--- src/rtl/page_tbl_ctrl_pkg.sv ---
// Shared parameters, FSM encoding and response FIFO sizing for the page table
// controller and its storage.
package page_tbl_ctrl_pkg;

    localparam int DEF_ADDR_BITS = 5;
    localparam int DEF_DATA_BITS = 16;

    localparam int FIFO_DEPTH    = 2;
    localparam int FIFO_PTR_BITS = $clog2(FIFO_DEPTH);
    localparam int FIFO_CNT_BITS = $clog2(FIFO_DEPTH + 1);

    typedef enum logic {
        ST_INIT = 1'b0,
        ST_RUN  = 1'b1
    } state_t;

endpackage

--- src/rtl/page_tbl_16w_32d.sv ---
// Simple dual-port page table RAM: port A writes, port B reads with one cycle
// of registered read latency.
module page_tbl_16w_32d
    import page_tbl_ctrl_pkg::*;
#(
    parameter int ADDR_BITS = DEF_ADDR_BITS,
    parameter int DATA_BITS = DEF_DATA_BITS
) (
    input  logic                 clka,
    input  logic                 ena,
    input  logic                 wea,
    input  logic [ADDR_BITS-1:0] addra,
    input  logic [DATA_BITS-1:0] dina,
    input  logic                 clkb,
    input  logic                 enb,
    input  logic [ADDR_BITS-1:0] addrb,
    output logic [DATA_BITS-1:0] doutb
);

    logic [DATA_BITS-1:0] mem [2**ADDR_BITS];

    always_ff @(posedge clka) begin
        if (ena && wea) begin
            mem[addra] <= dina;
        end
    end

    // Read-before-write on a same-address collision; the controller bypasses.
    always_ff @(posedge clkb) begin
        if (enb) begin
            doutb <= mem[addrb];
        end
    end

endmodule

--- src/rtl/page_tbl_ctrl.sv ---
// Page table controller: zeroing sweep after reset/clear, config writes, and
// two round-robin lookup requesters sharing a 2-entry in-order response FIFO.
module page_tbl_ctrl
    import page_tbl_ctrl_pkg::*;
#(
    parameter int ADDR_BITS = DEF_ADDR_BITS,
    parameter int DATA_BITS = DEF_DATA_BITS
) (
    input  logic                 clk,
    input  logic                 rst,
    input  logic                 clr,
    input  logic                 cfg_valid,
    output logic                 cfg_ready,
    input  logic [ADDR_BITS-1:0] cfg_addr,
    input  logic [DATA_BITS-1:0] cfg_data,
    input  logic                 req0_valid,
    output logic                 req0_ready,
    input  logic [ADDR_BITS-1:0] req0_addr,
    input  logic                 req1_valid,
    output logic                 req1_ready,
    input  logic [ADDR_BITS-1:0] req1_addr,
    output logic                 rsp_valid,
    input  logic                 rsp_ready,
    output logic                 rsp_id,
    output logic [DATA_BITS-1:0] rsp_data,
    output logic                 init_done
);

    localparam int OCC_BITS = FIFO_CNT_BITS + 1;

    state_t                 state;
    logic [ADDR_BITS-1:0]   sweep_cnt;
    logic                   rr_ptr;
    logic                   inflight;
    logic                   inflight_id;
    logic                   bp_hit;
    logic [DATA_BITS-1:0]   bp_data;
    logic [DATA_BITS-1:0]   fifo_data [FIFO_DEPTH];
    logic                   fifo_id   [FIFO_DEPTH];
    logic [FIFO_PTR_BITS-1:0] fifo_wr_ptr;
    logic [FIFO_PTR_BITS-1:0] fifo_rd_ptr;
    logic [FIFO_CNT_BITS-1:0] fifo_count;

    logic                   run;
    logic                   cfg_fire;
    logic                   pop;
    logic                   push;
    logic [OCC_BITS-1:0]    occupancy;
    logic                   can_grant;
    logic                   grant;
    logic                   grant_id;
    logic [ADDR_BITS-1:0]   grant_addr;
    logic                   ram_ena;
    logic [ADDR_BITS-1:0]   ram_addra;
    logic [DATA_BITS-1:0]   ram_dina;
    logic [DATA_BITS-1:0]   ram_doutb;
    logic [DATA_BITS-1:0]   capture_data;

    assign run       = (state == ST_RUN);
    assign init_done = run;
    assign cfg_ready = run;
    assign cfg_fire  = run && cfg_valid;
    assign pop       = rsp_valid && rsp_ready;
    assign push      = inflight;

    // Occupancy counts the in-flight read so the FIFO can never overflow.
    assign occupancy = {1'b0, fifo_count} + OCC_BITS'(inflight) - OCC_BITS'(pop);
    assign can_grant = run && (occupancy < OCC_BITS'(FIFO_DEPTH));

    always_comb begin
        grant    = 1'b0;
        grant_id = 1'b0;
        if (can_grant) begin
            if (req0_valid && req1_valid) begin
                grant    = 1'b1;
                grant_id = rr_ptr;
            end else if (req0_valid) begin
                grant    = 1'b1;
                grant_id = 1'b0;
            end else if (req1_valid) begin
                grant    = 1'b1;
                grant_id = 1'b1;
            end
        end
    end

    assign req0_ready = grant && !grant_id;
    assign req1_ready = grant && grant_id;
    assign grant_addr = grant_id ? req1_addr : req0_addr;

    assign ram_ena   = !run || cfg_fire;
    assign ram_addra = run ? cfg_addr : sweep_cnt;
    assign ram_dina  = run ? cfg_data : '0;

    page_tbl_16w_32d #(
        .ADDR_BITS (ADDR_BITS),
        .DATA_BITS (DATA_BITS)
    ) u_tbl (
        .clka  (clk),
        .ena   (ram_ena),
        .wea   (ram_ena),
        .addra (ram_addra),
        .dina  (ram_dina),
        .clkb  (clk),
        .enb   (grant),
        .addrb (grant_addr),
        .doutb (ram_doutb)
    );

    always_ff @(posedge clk) begin
        if (rst || clr) begin
            state     <= ST_INIT;
            sweep_cnt <= '0;
        end else if (state == ST_INIT) begin
            sweep_cnt <= sweep_cnt + ADDR_BITS'(1);
            if (&sweep_cnt) begin
                state <= ST_RUN;
            end
        end
    end

    // A write landing in the same cycle as the read is forwarded at capture.
    always_ff @(posedge clk) begin
        if (rst) begin
            rr_ptr      <= 1'b0;
            inflight    <= 1'b0;
            inflight_id <= 1'b0;
            bp_hit      <= 1'b0;
            bp_data     <= '0;
        end else begin
            inflight    <= grant;
            inflight_id <= grant_id;
            bp_hit      <= grant && cfg_fire && (cfg_addr == grant_addr);
            bp_data     <= cfg_data;
            if (grant) begin
                rr_ptr <= ~grant_id;
            end
        end
    end

    assign capture_data = bp_hit ? bp_data : ram_doutb;

    always_ff @(posedge clk) begin
        if (rst) begin
            fifo_wr_ptr <= '0;
            fifo_rd_ptr <= '0;
            fifo_count  <= '0;
            for (int i = 0; i < FIFO_DEPTH; i++) begin
                fifo_data[i] <= '0;
                fifo_id[i]   <= 1'b0;
            end
        end else begin
            if (push) begin
                fifo_data[fifo_wr_ptr] <= capture_data;
                fifo_id[fifo_wr_ptr]   <= inflight_id;
                fifo_wr_ptr            <= FIFO_PTR_BITS'(fifo_wr_ptr + 1'b1);
            end
            if (pop) begin
                fifo_rd_ptr <= FIFO_PTR_BITS'(fifo_rd_ptr + 1'b1);
            end
            fifo_count <= fifo_count + FIFO_CNT_BITS'(push) - FIFO_CNT_BITS'(pop);
        end
    end

    assign rsp_valid = (fifo_count != '0);
    assign rsp_id    = fifo_id[fifo_rd_ptr];
    assign rsp_data  = fifo_data[fifo_rd_ptr];

endmodule

--- config.mk ---
export PLATFORM = sky130hd
export DESIGN_NAME = page_tbl_ctrl
export DESIGN_NICKNAME = d
export VERILOG_FILES = /design/src/rtl/page_tbl_ctrl_pkg.sv /design/src/rtl/page_tbl_16w_32d.sv /design/src/rtl/page_tbl_ctrl.sv
export SDC_FILE = /design/constraint.sdc
export NUM_CORES = 1
export LEC_CHECK = 0
export CELL_PAD_IN_SITES_DETAIL_PLACEMENT = 0
export CELL_PAD_IN_SITES_GLOBAL_PLACEMENT = 1
export CORE_ASPECT_RATIO = 0.75
export CORE_UTILIZATION = 47
export DETAILED_ROUTE_END_ITERATION = 10
export GPL_TIMING_DRIVEN = 0
export PLACE_DENSITY = 0.76
export SKIP_CTS_REPAIR_TIMING = 1
export SLEW_MARGIN = 20
export SYNTH_ARGS = -nofsm -noshare
export SYNTH_HDL_FRONTEND = slang
export SYNTH_SLANG_ARGS = --single-unit
--- constraint.sdc ---
create_clock -name clk -period 5.5 [get_ports clk]
set_input_delay 0.825 -clock clk [delete_from_list [all_inputs] [get_ports clk]]
set_output_delay 0.825 -clock clk [all_outputs]
set_load 0.1 [all_outputs]
# Yosys cells after proc, flatten, opt, wreduce, memory -nomap -nowiden
# Memories as Yosys holds them, arrays and structs flattened. A register that Yosys moved wholly into a read port is not among the register bits.
# Cells that the tools add are included.
# classes
n_addsub,7
order_cmp,1
n_eq_ne,1
muxes,30
bitwise_logic,1
n_reduce_logical,16
# op_table
operator,n
two-way mux 16 bit,3
two-way mux 1 bit,25
OR reduction 16 bit,1
two-way mux 5 bit,2
logical AND 1 bit,8
"adder 5 x 1 -> 5 bit, second input constant",1
== test 5 bit,1
AND reduction 5 bit,1
adder 2 x 1 -> 3 bit,1
"less-than comparator 3 x 2 -> 1 bit, second input constant",1
subtractor 3 x 1 -> 3 bit,1
"adder 1 bit, second input constant",2
adder 2 x 1 -> 2 bit,1
zero test 1 bit,2
logical OR 1 bit,2
nonzero test 2 bit,1
subtractor 2 x 1 -> 2 bit,1
NOT 1 bit,1
OR reduction 1 bit,1
# totals
ff_bits,30
mem_bits_rw,546
output_inout_bits,22
wordCells,69
n_memories,3
# mem_list
name,depth,width,rd,rd_ports_with_merged_regs,write_ports,line_no,source
u_tbl.mem,32,16,1,1,1,page_tbl_16w_32d.sv:20,logic [DATA_BITS-1:0] mem [2**ADDR_BITS];
fifo_data,2,16,1,1,2,page_tbl_ctrl.sv:38,logic [DATA_BITS-1:0] fifo_data [FIFO_DEPTH];
fifo_id,2,1,1,1,2,page_tbl_ctrl.sv:39,logic fifo_id [FIFO_DEPTH];

# Longest topological paths before layout
# Gate-level depths: netlist (run 1).
# logic_depth
ltp_word,9
ltp_mapped,18
ltp_nobuf,14

# Modules after synthesis
# From an unflattened synthesis (run 1), not the netlist that was laid out.
# unflattened
cells_unflattened,1399
area_unflattened_um2,23642.7
# modules_own_cells
mod,instances,cells_per_inst,area_per_inst_um2,seq_area_each_um2
page_tbl_16w_32d,1,1145,20698.6,15855.2
page_tbl_ctrl,1,254,2944.1,1641.6

# Worst setup path before layout (run 1)
# Ideal clock, no wire load.
# synth_path
kind,register to output
start,reg fifo_count[1]
end,out req0_ready
t_arrival_ps,4580
required_ps,4675
slack_ps,95
path_stages_with_launch,14
n_path_buf,3
path_cell_list,dfxtp_1 > or2_2 > and2_1 > ha_1 > inv_1 > ha_1 > inv_1 > fa_1 > xnor2_1 > buf_4 > clkbuf_1 > buf_1 > nand3_1 > a21oi_1
# synth_between
elab_chain_cells,8
elab_cells_between_ends,10
# synth_lines
item,line_no,source
start: declaration,page_tbl_ctrl.sv:42,logic [FIFO_CNT_BITS-1:0] fifo_count;
start signal: assignment,page_tbl_ctrl.sv:161,fifo_count <= fifo_count + FIFO_CNT_BITS'(push) - FIFO_CNT_BITS'(pop);
nonzero test 2 bit *,page_tbl_ctrl.sv:165,assign rsp_valid = (fifo_count != '0);
named net rsp_valid,page_tbl_ctrl.sv:22,"output logic rsp_valid,"
logical AND 1 bit *,page_tbl_ctrl.sv:63,assign pop = rsp_valid && rsp_ready;
named net pop,page_tbl_ctrl.sv:46,logic pop;
subtractor 3 x 1 -> 3 bit *,page_tbl_ctrl.sv:67,"assign occupancy = {1'b0, fifo_count} + OCC_BITS'(inflight) - OCC_BITS'(pop);"
less-than comparator 3 x 2 -> 1 bit *,page_tbl_ctrl.sv:68,assign can_grant = run && (occupancy < OCC_BITS'(FIFO_DEPTH));
logical AND 1 bit *,page_tbl_ctrl.sv:68,
two-way mux 1 bit,page_tbl_ctrl.sv:73,if (can_grant) begin
zero test 1 bit,page_tbl_ctrl.sv:87,assign req0_ready = grant && !grant_id;
logical AND 1 bit *,page_tbl_ctrl.sv:87,
end: declaration,page_tbl_ctrl.sv:17,"output logic req0_ready,"
# Mark *: on every way through the listed nets, which the timed path passes. The rest lies on a longest branch.

# Final worst setup path (run 1)
# layout_path
start,reg fifo_count[1]
end,"reg u_tbl.doutb[12], read port of u_tbl.mem (data pin)"
# layout_between
elab_chain_cells,7
elab_cells_between_ends,9
# layout_lines
item,line_no,source
nonzero test 2 bit *,page_tbl_ctrl.sv:165,
logical AND 1 bit *,page_tbl_ctrl.sv:63,
named net pop,page_tbl_ctrl.sv:46,
subtractor 3 x 1 -> 3 bit *,page_tbl_ctrl.sv:67,
less-than comparator 3 x 2 -> 1 bit *,page_tbl_ctrl.sv:68,
logical AND 1 bit *,page_tbl_ctrl.sv:68,
two-way mux 1 bit,page_tbl_ctrl.sv:73,
two-way mux 5 bit,page_tbl_ctrl.sv:89,assign grant_addr = grant_id ? req1_addr : req0_addr;
end: declaration,page_tbl_16w_32d.sv:17,output logic [DATA_BITS-1:0] doutb
# Marks and branches as above.
# A chain may end at the register's enable or synchronous reset.

==> run_results.csv, run 1 <==
group,metric,value,unit
setup_path,critPathKind,"flop to flop",
hold_path,hold_path.class,"flop to flop",
timing,fmax,181.0,MHz
yosys,synthCells,2046,
yosys,synth-edff-count,562,
placed_design,place_congestion,0.9796,
die,coreArea,54910,µm²
yosys,synthFlopType,"edfxtp_1",
die,die_width,275.5,µm
routing,drt-vias-per-instance,6.384,
cts,cts_buffers,58,
cells_and_area,drive_gt1_share,13.51,%
die,die_y,207.1,µm
power,powerDensity,328.3,nW/µm²
setup_path,rr_startpoint,"fifo_count[1]",
power,p_int,7.541,mW
placed_design,dp_hpwl,57.83,mm
yosys,synth_area,26360,µm²
timing,max-slew-margin-rel,24.84,%
timing,finalSetupTns,-36.24,ps
timing,setup_ws,-23.53,ps
cts,cts-root-buf,"clkbuf_16",
routing,first_pass_iters,7,
timing,rsz0062_at_grt,"true",
timing,holdWs,531.8,ps
die,ios,60,
timing,maxSlewViolCount,0,
yosys,ys_seq_elements,593,
hold_path,hold_depth,2,
global_routing,grt_pass1_wl,119.7,mm
yosys,synth_nets,2089,
job,maxCapViolCount,0,
power,p_sw,2.508,mW
setup_path,cp.arrival,5890,ps
global_routing,grt_pass1_vias,17600,
cells_and_area,syn_to_final_growth,16.13,%
yosys,ys_seq_area_share,66.38,%
timing,clock_skew,12.88,ps
hold_path,holdCritStartpoint,"fifo_rd_ptr",
die,initial_core_util,48.01,%
timing,hold_viol_final,0,
power,p_seq_share,49.0,%
yosys,yosys.area.top_type,"edfxtp_1",
routing,routed-via-count,18930,
setup_path,required,5860,ps
setup_path,cp_max_fo,10,
cts,cts_sinks,593,
cts,cts_tree,"yes",
timing,period_needed,5524,ps
routing,drt-wirelength-per-cell,28.10,µm
cells_and_area,design_area,30610,µm²
die,dieArea,57040,µm²
yosys,synthArstFlopShare,0,%
global_routing,grt_use_total,28.98,%
outcome,violations,"negative setup slack",
cts,htree_levels,2,
power,power_frac_clock,40.9,%
timing,max_slew.worst_pin.slew,1115,ps
placed_design,place_ws,-1157,ps
cts,cts.clk_slew.worst_paths,60,ps
routing,first_iter_violations,2839,
global_routing,grt-ovfl-total,0,
yosys,avgSynthCellArea,12.88,µm²
yosys,synthTopCellsByCount,"edfxtp_1, nand3_1, nand2_1, clkbuf_1, a32oi_1",
yosys,synth_top_area_share,64.02,%
timing,setup_violations,2,
routing,ant_nets,0,
die,fp-row-count,74,
setup_path,startpoint_type,"flop",
cells_and_area,fin_nets,2237,
cells_and_area,fillers,4491,
global_routing,antenna_found_initial,0,
cts,clkLatencyLatePin,630,ps
power,switching_share,24.96,%
routing,drc,0,
outcome,status,"finished with violations",
timing,min_period_over_period,100.4,%
yosys,ys_warn_count,0,
global_routing,grt_max_degree,33,
setup_path,r2r_slack,-20,ps
power,pwr-share-comb,10.0,%
setup_path,reg2reg_depth,15,
yosys,ys_top_cells_by_area,"edfxtp_1, a32oi_1, nand3_1",
cts,cts.path.max_buffers,3,
setup_path,end_kind,"flop",
power,p_leak,9.477,nW
placed_design,io_buffers,58,
power,ir_worst_vdd,0.0002526,V
routing,wl,83.31,mm
yosys,synth_cell_type_count,54,
setup_path,r2r_end,"u_tbl.doutb[12]",
placed_design,dpl_cell_area,28470,µm²
yosys,yosysMostFrequentCell,"edfxtp_1",
-- critical path, cell delays in order, from the launching register on --
cell and delay [ps]:
dfxtp_1 360, or2_2 320, and2_1 190, ha_1 270, inv_1 60, ha_1 130
inv_1 50, fa_1 430, xor2_1 730, clkbuf_1 670, clkbuf_1 720, nor4_1 150
a211oi_1 480, a32oi_1 230, nand4_1 340, nor4_4 110
-- power by group through the flow --
stage / Sequential [mW] / Clock (mW) / Combinational (mW)
after floorplan: 5.02 / 0 / 0.593
after global placement: 5.02 / 0 / 0.945
after detailed placement: 5.02 / 0 / 0.956
after CTS: 4.93 / 4.14 / 0.962
after global routing: 4.93 / 4.31 / 1.05
final: 4.93 / 4.11 / 1.01
-- through the flow --
stage	power (mW)	cells	utilization [%]
floorplan	5.614	2046	-
global placement	5.969	2826	50.71
detailed placement	5.980	2856	51.85
CTS	10.03	2964	55.41
global route	10.29	2964	55.75
finish	10.05	2965	55.75
-- layout make-up --
class                           count  area, µm²  share of cell area [%]
Timing Repair Buffer               88       1066                   3.483
Inverter                           13      48.80                  0.1594
Multi-Input combinational cell   1260       8393                   27.42
Clock inverter                     30      314.1                   1.026
Tap cell                          722      903.4                   2.951
Clock buffer                       78       1639                   5.355
Antenna cell                        1      2.502                0.008175
Sequential cell                   593      17500                   57.16
Buffer                            180      747.0                   2.440
-- worst max-delay path by stage --
stage	start	endpoint	slack, ps	depth (start not counted)
detailed placement	rsp_ready	req0_ready	-1160	14
global route	fifo_count[1]	req1_ready	-60	15
CTS	fifo_count[1]	req0_ready	-1330	14
finish	fifo_count[1]	u_tbl.doutb[12]	-20	15
floorplan	fifo_count[1]	req0_ready	100	13
global placement	rsp_ready	req0_ready	-1220	14
-- sequential cells by signal, indices dropped and copies added (netlist names), named ones only --
name / cells
fifo_rd_ptr: 1
u_tbl.mem: 512
sweep_cnt: 5
fifo_count: 2
u_tbl.doutb: 16
fifo_data: 32
rr_ptr: 1
bp_hit: 1
cfg_ready: 1
fifo_id: 2
inflight: 1
bp_data: 16
inflight_id: 1
fifo_wr_ptr: 1
-- kinds of logic after synthesis --
family	synth area share, %
compound gates	10.03
xor+xnor	0.3988
fa+ha+maj	0.2658
buf+inv	2.986
flops	66.38
mux	4.808
simple gates	15.14
-- cells in the final DEF, fill, tap and decap left out, types with 14 or more instances in the layout --
| master | instances |
|---|---|
| edfxtp_1 | 562 |
| nand3_1 | 194 |
| mux2i_1 | 59 |
| clkinv_2 | 18 |
| clkdlybuf4s50_1 | 56 |
| dfxtp_1 | 31 |
| clkbuf_1 | 144 |
| a211oi_1 | 63 |
| nor2b_1 | 85 |
| clkbuf_16 | 60 |
| nand2b_1 | 65 |
| nor2_1 | 56 |
| nand4_1 | 40 |
| buf_1 | 14 |
| nor4_1 | 74 |
| buf_2 | 22 |
| a22o_1 | 17 |
| o22ai_1 | 15 |
| and2_2 | 16 |
| mux2_2 | 57 |
| a32oi_1 | 117 |
| nor2_2 | 32 |
| nand2_1 | 143 |
| o21ai_0 | 125 |
-- routing by layer --
layer | share of wire [%] | routed length, µm | track usage, % | vias to the layer above
li1 | - | - | - | 8281
met5 | 0 | 0 | 0 | -
met3 | 11 | 9253 | 6.434 | 131
met4 | 2.4 | 2039 | 7.620 | 0
met1 | 44 | 36880 | 45.05 | 9478
met2 | 42 | 35140 | 40.62 | 1040
(Power assumes the default switching activity.)
==> run 2: changes to the inputs <==
Settings changed: CORE_MARGIN set to 5, PLACE_DENSITY 0.76 to 0.72.
==> run_results.csv, run 2 (same netlist as run 1, synthesis figures left out) <==
group,metric,value,unit
outcome,status,"finished with violations",
outcome,violations,"negative setup slack",
setup_path,crit_slowest_cell,"xor2_1",
setup_path,rr_startpoint,"fifo_count[1]",
die,ios,60,
timing,period_needed,5539,ps
setup_path,cp_max_fo,10,
power,p_seq_share,49.7,%
setup_path,reg2reg_depth,15,
timing,max_slew.worst_pin.slew,1124,ps
routing,drt-wirelength-per-cell,28.52,µm
global_routing,grt-ovfl-total,0,
cells_and_area,largest_register,"u_tbl.mem",
placed_design,placedCellCount,2870,
global_routing,grt_use_total,26.89,%
cts,htree_levels,2,
die,fp-row-count,75,
power,pwr-share-comb,10.3,%
global_routing,grt_max_degree,33,
hold_path,holdCritStartpoint,"fifo_rd_ptr",
routing,routed-via-count,18980,
setup_path,critPathKind,"flop to flop",
placed_design,place_congestion,0.9041,
setup_path,r2r_end,"u_tbl.doutb[10]",
cells_and_area,largest_reg_flops,512,
setup_path,end_kind,"flop",
cells_and_area,fin_nets,2240,
timing,max-slew-margin-rel,22.93,%
power,ir_worst_vdd,0.0002398,V
cells_and_area,reg_top3,"u_tbl.mem (512), fifo_data (32)",
die,die_width,283.5,µm
cts,cts.path.max_buffers,3,
setup_path,r2r_slack,-40,ps
setup_path,critical-path-max-stage-delay,780,ps
power,power,9.923,mW
hold_path,hold_depth,2,
cts,cts_sinks,593,
timing,setup_violations,2,
cts,cts-root-buf,"clkbuf_16",
global_routing,grt_pass1_wl,121.8,mm
placed_design,dp_hpwl,58.64,mm
setup_path,crit_chain,"or2_2 > and2_1 > ha_1 > inv_1 > ha_1 > inv_1 > fa_1 > xor2_1 > clkbuf_1 > clkbuf_1 > nor4_1 > a211oi_1 > a32oi_1 > nand4_1 > nor4_2",
cells_and_area,syn_to_final_growth,15.91,%
power,p_leak,9.427,nW
die,coreArea,55740,µm²
cts,cts_buffers,57,
routing,first_iter_violations,2720,
cts,clkLatencyLatePin,630,ps
cells_and_area,drive_gt1_share,13.05,%
hold_path,hold_path.class,"flop to flop",
routing,drt-vias-per-instance,6.374,
setup_path,startpoint_type,"flop",
setup_path,crit_path_start,"fifo_count[1]",
placed_design,io_buffers,58,
timing,setup_ws,-39.38,ps
timing,hold_viol_final,0,
power,switching_share,25.13,%
setup_path,cp.arrival,5900,ps
global_routing,grt_pass1_vias,17600,
timing,fmax,180.5,MHz
routing,drc,0,
global_routing,antenna_found_initial,1,
power,powerDensity,324.8,nW/µm²
power,power_frac_clock,40.1,%
power,p_int,7.429,mW
job,maxCapViolCount,0,
die,initial_core_util,47.29,%
routing,wl,84.93,mm
power,p_sw,2.494,mW
cts,cts.clk_slew.worst_paths,60,ps
cells_and_area,layout_commonest_cell,"edfxtp_1",
die,dieArea,60970,µm²
cells_and_area,final_cells,2978,
timing,rsz0062_at_grt,"true",
timing,min_period_over_period,100.7,%
timing,maxSlewViolCount,0,
routing,ant_nets,0,
timing,clock_skew,23.27,ps
setup_path,required,5860,ps
die,die_y,215.1,µm
routing,first_pass_iters,7,
cts,cts_tree,"yes",
cells_and_area,layout_common_cells,"edfxtp_1, nand3_1, clkbuf_1, nand2_1, o21ai_0",
run 2: cell count changes in the layout (fill, tap and decap cells not counted), moves of 3 or more:
cell       previous run  this run
buf_8                 4         9
clkinv_2             18         8
clkbuf_16            60        57
a32oi_2              11         5
buf_16                3         0
a32oi_1             117       123
clkinv_1              4        14
run 2: power groups by stage:
| stage | Clock (mW) | Sequential [mW] | Combinational [mW] |
|---|---|---|---|
| 5_1_grt | 4.22 | 4.93 | 1.06 |
| 2_1_floorplan | 0 | 5.02 | 0.593 |
| 3_3_place_gp | 0 | 5.02 | 0.957 |
| 6_report | 3.98 | 4.93 | 1.02 |
| 3_5_place_dp | 0 | 5.02 | 0.969 |
| 4_1_cts | 4.02 | 4.93 | 0.972 |
run 2: worst max-delay path by stage:
stage | endpoint | slack [ps] | cells after the start
floorplan | req0_ready | 100 | 13
global placement | req0_ready | -1300 | 14
detailed placement | req0_ready | -1220 | 14
CTS | req0_ready | -1370 | 14
global route | u_tbl.doutb[10] | -110 | 15
finish | u_tbl.doutb[10] | -40 | 15
run 2: area by class of cell:
type / instances / area, µm²
Fill cell: 4606 / 25190
Sequential cell: 593 / 17500
Multi-Input combinational cell: 1260 / 8358
Clock buffer: 75 / 1544
Timing Repair Buffer: 93 / 1114
Tap cell: 731 / 914.6
Buffer: 179 / 747.0
Clock inverter: 33 / 326.6
Inverter: 13 / 48.80
Antenna cell: 1 / 2.502
run 2: routing by layer:
metal  global-route usage [%]  share of wire, %  vias to the layer above
met1                    42.66                45                     9569
met2                    39.17                43                     1020
met4                    5.277               1.8                        0
li1                         -                 -                     8294
met5                        0                 0                        -
met3                    4.714                10                       99
run 2: per-stage QoR:
| stage | area, µm² | setup TNS (ps) | hold WS (ps) | utilization, % | setup WS (ps) |
|---|---|---|---|---|---|
| CTS | 30400 | -2388 | 531.3 | 54.54 | -1366 |
| finish | 30550 | -50.38 | 528.2 | 54.81 | -39.38 |
| floorplan | 26360 | 0 | 481.1 | - | 95.34 |
| global route | 30550 | -289.8 | 577.9 | 54.81 | -105.6 |
| global placement | 27850 | -11790 | 499.9 | 49.97 | -1303 |
| detailed placement | 28530 | -9138 | 511.7 | 51.19 | -1223 |
run 2: critical path, delay by kind of cell, from the launching register on:
kind,cells,cell delay [ps]
AOI/OAI and AO/OA,2,610
xor gates and xnor gates,1,780
adders and majority gates,3,840
buffers and inverters,4,1550
DFF,1,360
and+or+nand+nor,5,1120
==> run 3: changes to the inputs <==
Settings changed: CTS_CLUSTER_SIZE set to 10.
==> run_results.csv, run 3 (same netlist as run 1, synthesis figures left out) <==
group,metric,value,unit
cts,cts_buffers,69,
cells_and_area,antenna_cells,0,
setup_path,cp_max_fo,10,
power,ir_worst_vdd,0.0002000,V
cells_and_area,seqCellArea,17500,µm²
cells_and_area,largest_register,"u_tbl.mem",
global_routing,grt_use_total,27.11,%
global_routing,antenna_found_initial,1,
setup_path,r2r_slack,-140,ps
timing,min_period_over_period,102.5,%
routing,drc,0,
die,fp-row-count,75,
global_routing,grt_pass1_wl,122.3,mm
die,ios,60,
cells_and_area,syn_to_final_growth,16.02,%
setup_path,end_kind,"flop",
routing,first_pass_iters,6,
placed_design,place_ws,-1223,ps
timing,maxSlewViolCount,0,
cells_and_area,drive_gt1_share,12.83,%
outcome,violations,"negative setup slack",
hold_path,holdCritStartpoint,"fifo_rd_ptr",
placed_design,dp_hpwl,58.64,mm
cells_and_area,layout_common_cells,"edfxtp_1, nand3_1, clkbuf_1, nand2_1, o21ai_0",
cells_and_area,layout_commonest_cell,"edfxtp_1",
global_routing,grt_pass1_vias,17780,
cts,cts.clk_slew.worst_paths,60,ps
cts,cts_tree,"yes",
cells_and_area,fillers,4603,
die,die_width,283.5,µm
setup_path,rr_startpoint,"fifo_count[1]",
cells_and_area,largest_reg_flops,512,
die,initial_core_util,47.29,%
setup_path,cp.arrival,5980,ps
global_routing,grt_max_degree,33,
cts,clkLatencyLatePin,600,ps
cts,cts_sinks,593,
cts,cts.path.max_buffers,3,
setup_path,reg2reg_depth,15,
cells_and_area,fin_nets,2252,
die,die_y,215.1,µm
die,dieArea,60970,µm²
timing,holdWs,523.8,ps
power,p_leak,9.441,nW
power,power,10.02,mW
setup_path,critPathKind,"flop to flop",
timing,rsz0062_at_grt,"true",
outcome,status,"finished with violations",
routing,first_iter_violations,2554,
global_routing,grt-ovfl-total,0,
die,coreArea,55740,µm²
setup_path,startpoint_type,"flop",
hold_path,hold_depth,2,
routing,drt-vias-per-instance,6.421,
cells_and_area,multi_input_area,8353,µm²
power,powerDensity,327.8,nW/µm²
timing,finalSetupTns,-409.4,ps
routing,drt-wirelength-per-cell,28.82,µm
placed_design,io_buffers,58,
job,maxCapViolCount,0,
placed_design,place_congestion,0.9041,
timing,fmax,177.4,MHz
routing,wl,85.30,mm
hold_path,hold_path.class,"flop to flop",
cells_and_area,reg_top3,"u_tbl.mem (512), fifo_data (32)",
setup_path,required,5840,ps
timing,setup_ws,-136.4,ps
cts,htree_levels,3,
timing,max-slew-margin-rel,23.67,%
timing,setup_violations,6,
routing,ant_nets,0,
timing,max_slew.worst_pin.slew,1133,ps
timing,period_needed,5636,ps
setup_path,r2r_end,"u_tbl.doutb[10]",
timing,clock_skew,15.28,ps
cts,cts-root-buf,"clkbuf_16",
timing,hold_viol_final,0,
routing,routed-via-count,19010,
[run 3: cell count changes in the layout (fill, tap and decap cells not counted), sizes merged]
cell      previous run  this run
diode                1         0
clkinv              23         3
buf                 77        79
clkinvlp             1         0
inv                 16        15
bufinv               6         0
clkbuf             214       223
[run 3: worst max path at each step]
stage               slack, ps           from  cells past startpoint              end
floorplan                 100  fifo_count[1]                     13       req0_ready
global placement        -1300      rsp_ready                     14       req0_ready
detailed placement      -1220      rsp_ready                     14       req0_ready
CTS                     -1340  fifo_count[1]                     14       req0_ready
global route             -150  fifo_count[1]                     15  u_tbl.doutb[10]
finish                   -140  fifo_count[1]                     15  u_tbl.doutb[10]
[run 3: critical path, cell delays in order (launching register included)]
cell	delay, ps
dfxtp_1	360
or2_2	320
and2_1	190
ha_1	270
inv_1	50
ha_1	130
inv_1	50
fa_1	430
xor2_1	810
clkbuf_1	710
clkbuf_1	740
nor4_1	150
a211oi_1	450
a32oi_1	240
nand4_1	320
nor4_2	130
[run 3: routing by layer]
| layer | GRT usage [%] | wire [µm] |
|---|---|---|
| met1 | 42.15 | 37750 |
| met2 | 39.12 | 36630 |
| met3 | 6.081 | 9022 |
| met4 | 6.014 | 1900 |
| met5 | 0 | 0 |
[run 3: stage by stage]
stage | instance area [µm²] | std cells | utilization [%]
after floorplan | 26360 | 2046 | -
after global placement | 27850 | 2835 | 49.97
after detailed placement | 28530 | 2870 | 51.19
after CTS | 30440 | 2961 | 54.61
after global routing | 30580 | 2960 | 54.86
final | 30580 | 2960 | 54.86
[run 3: power breakdown]
part	internal [mW]	switching (mW)	leakage (nW)	total [mW]
clock	2.35	1.73	0.930	4.07
combinational	0.259	0.759	3.72	1.02
sequential	4.92	0.0149	4.79	4.93
total	7.53	2.50	9.44	10.0
[run 3: cell type report]
class                      instances  area share [%]
inverter                          13          0.1596
multi-input combinational       1260           27.31
sequential                       593           57.22
tap                              731           2.991
buffer                           179           2.439
timing repair buffer              93           3.641
clock buffer                      86           6.064
clock inverter                     5          0.1759
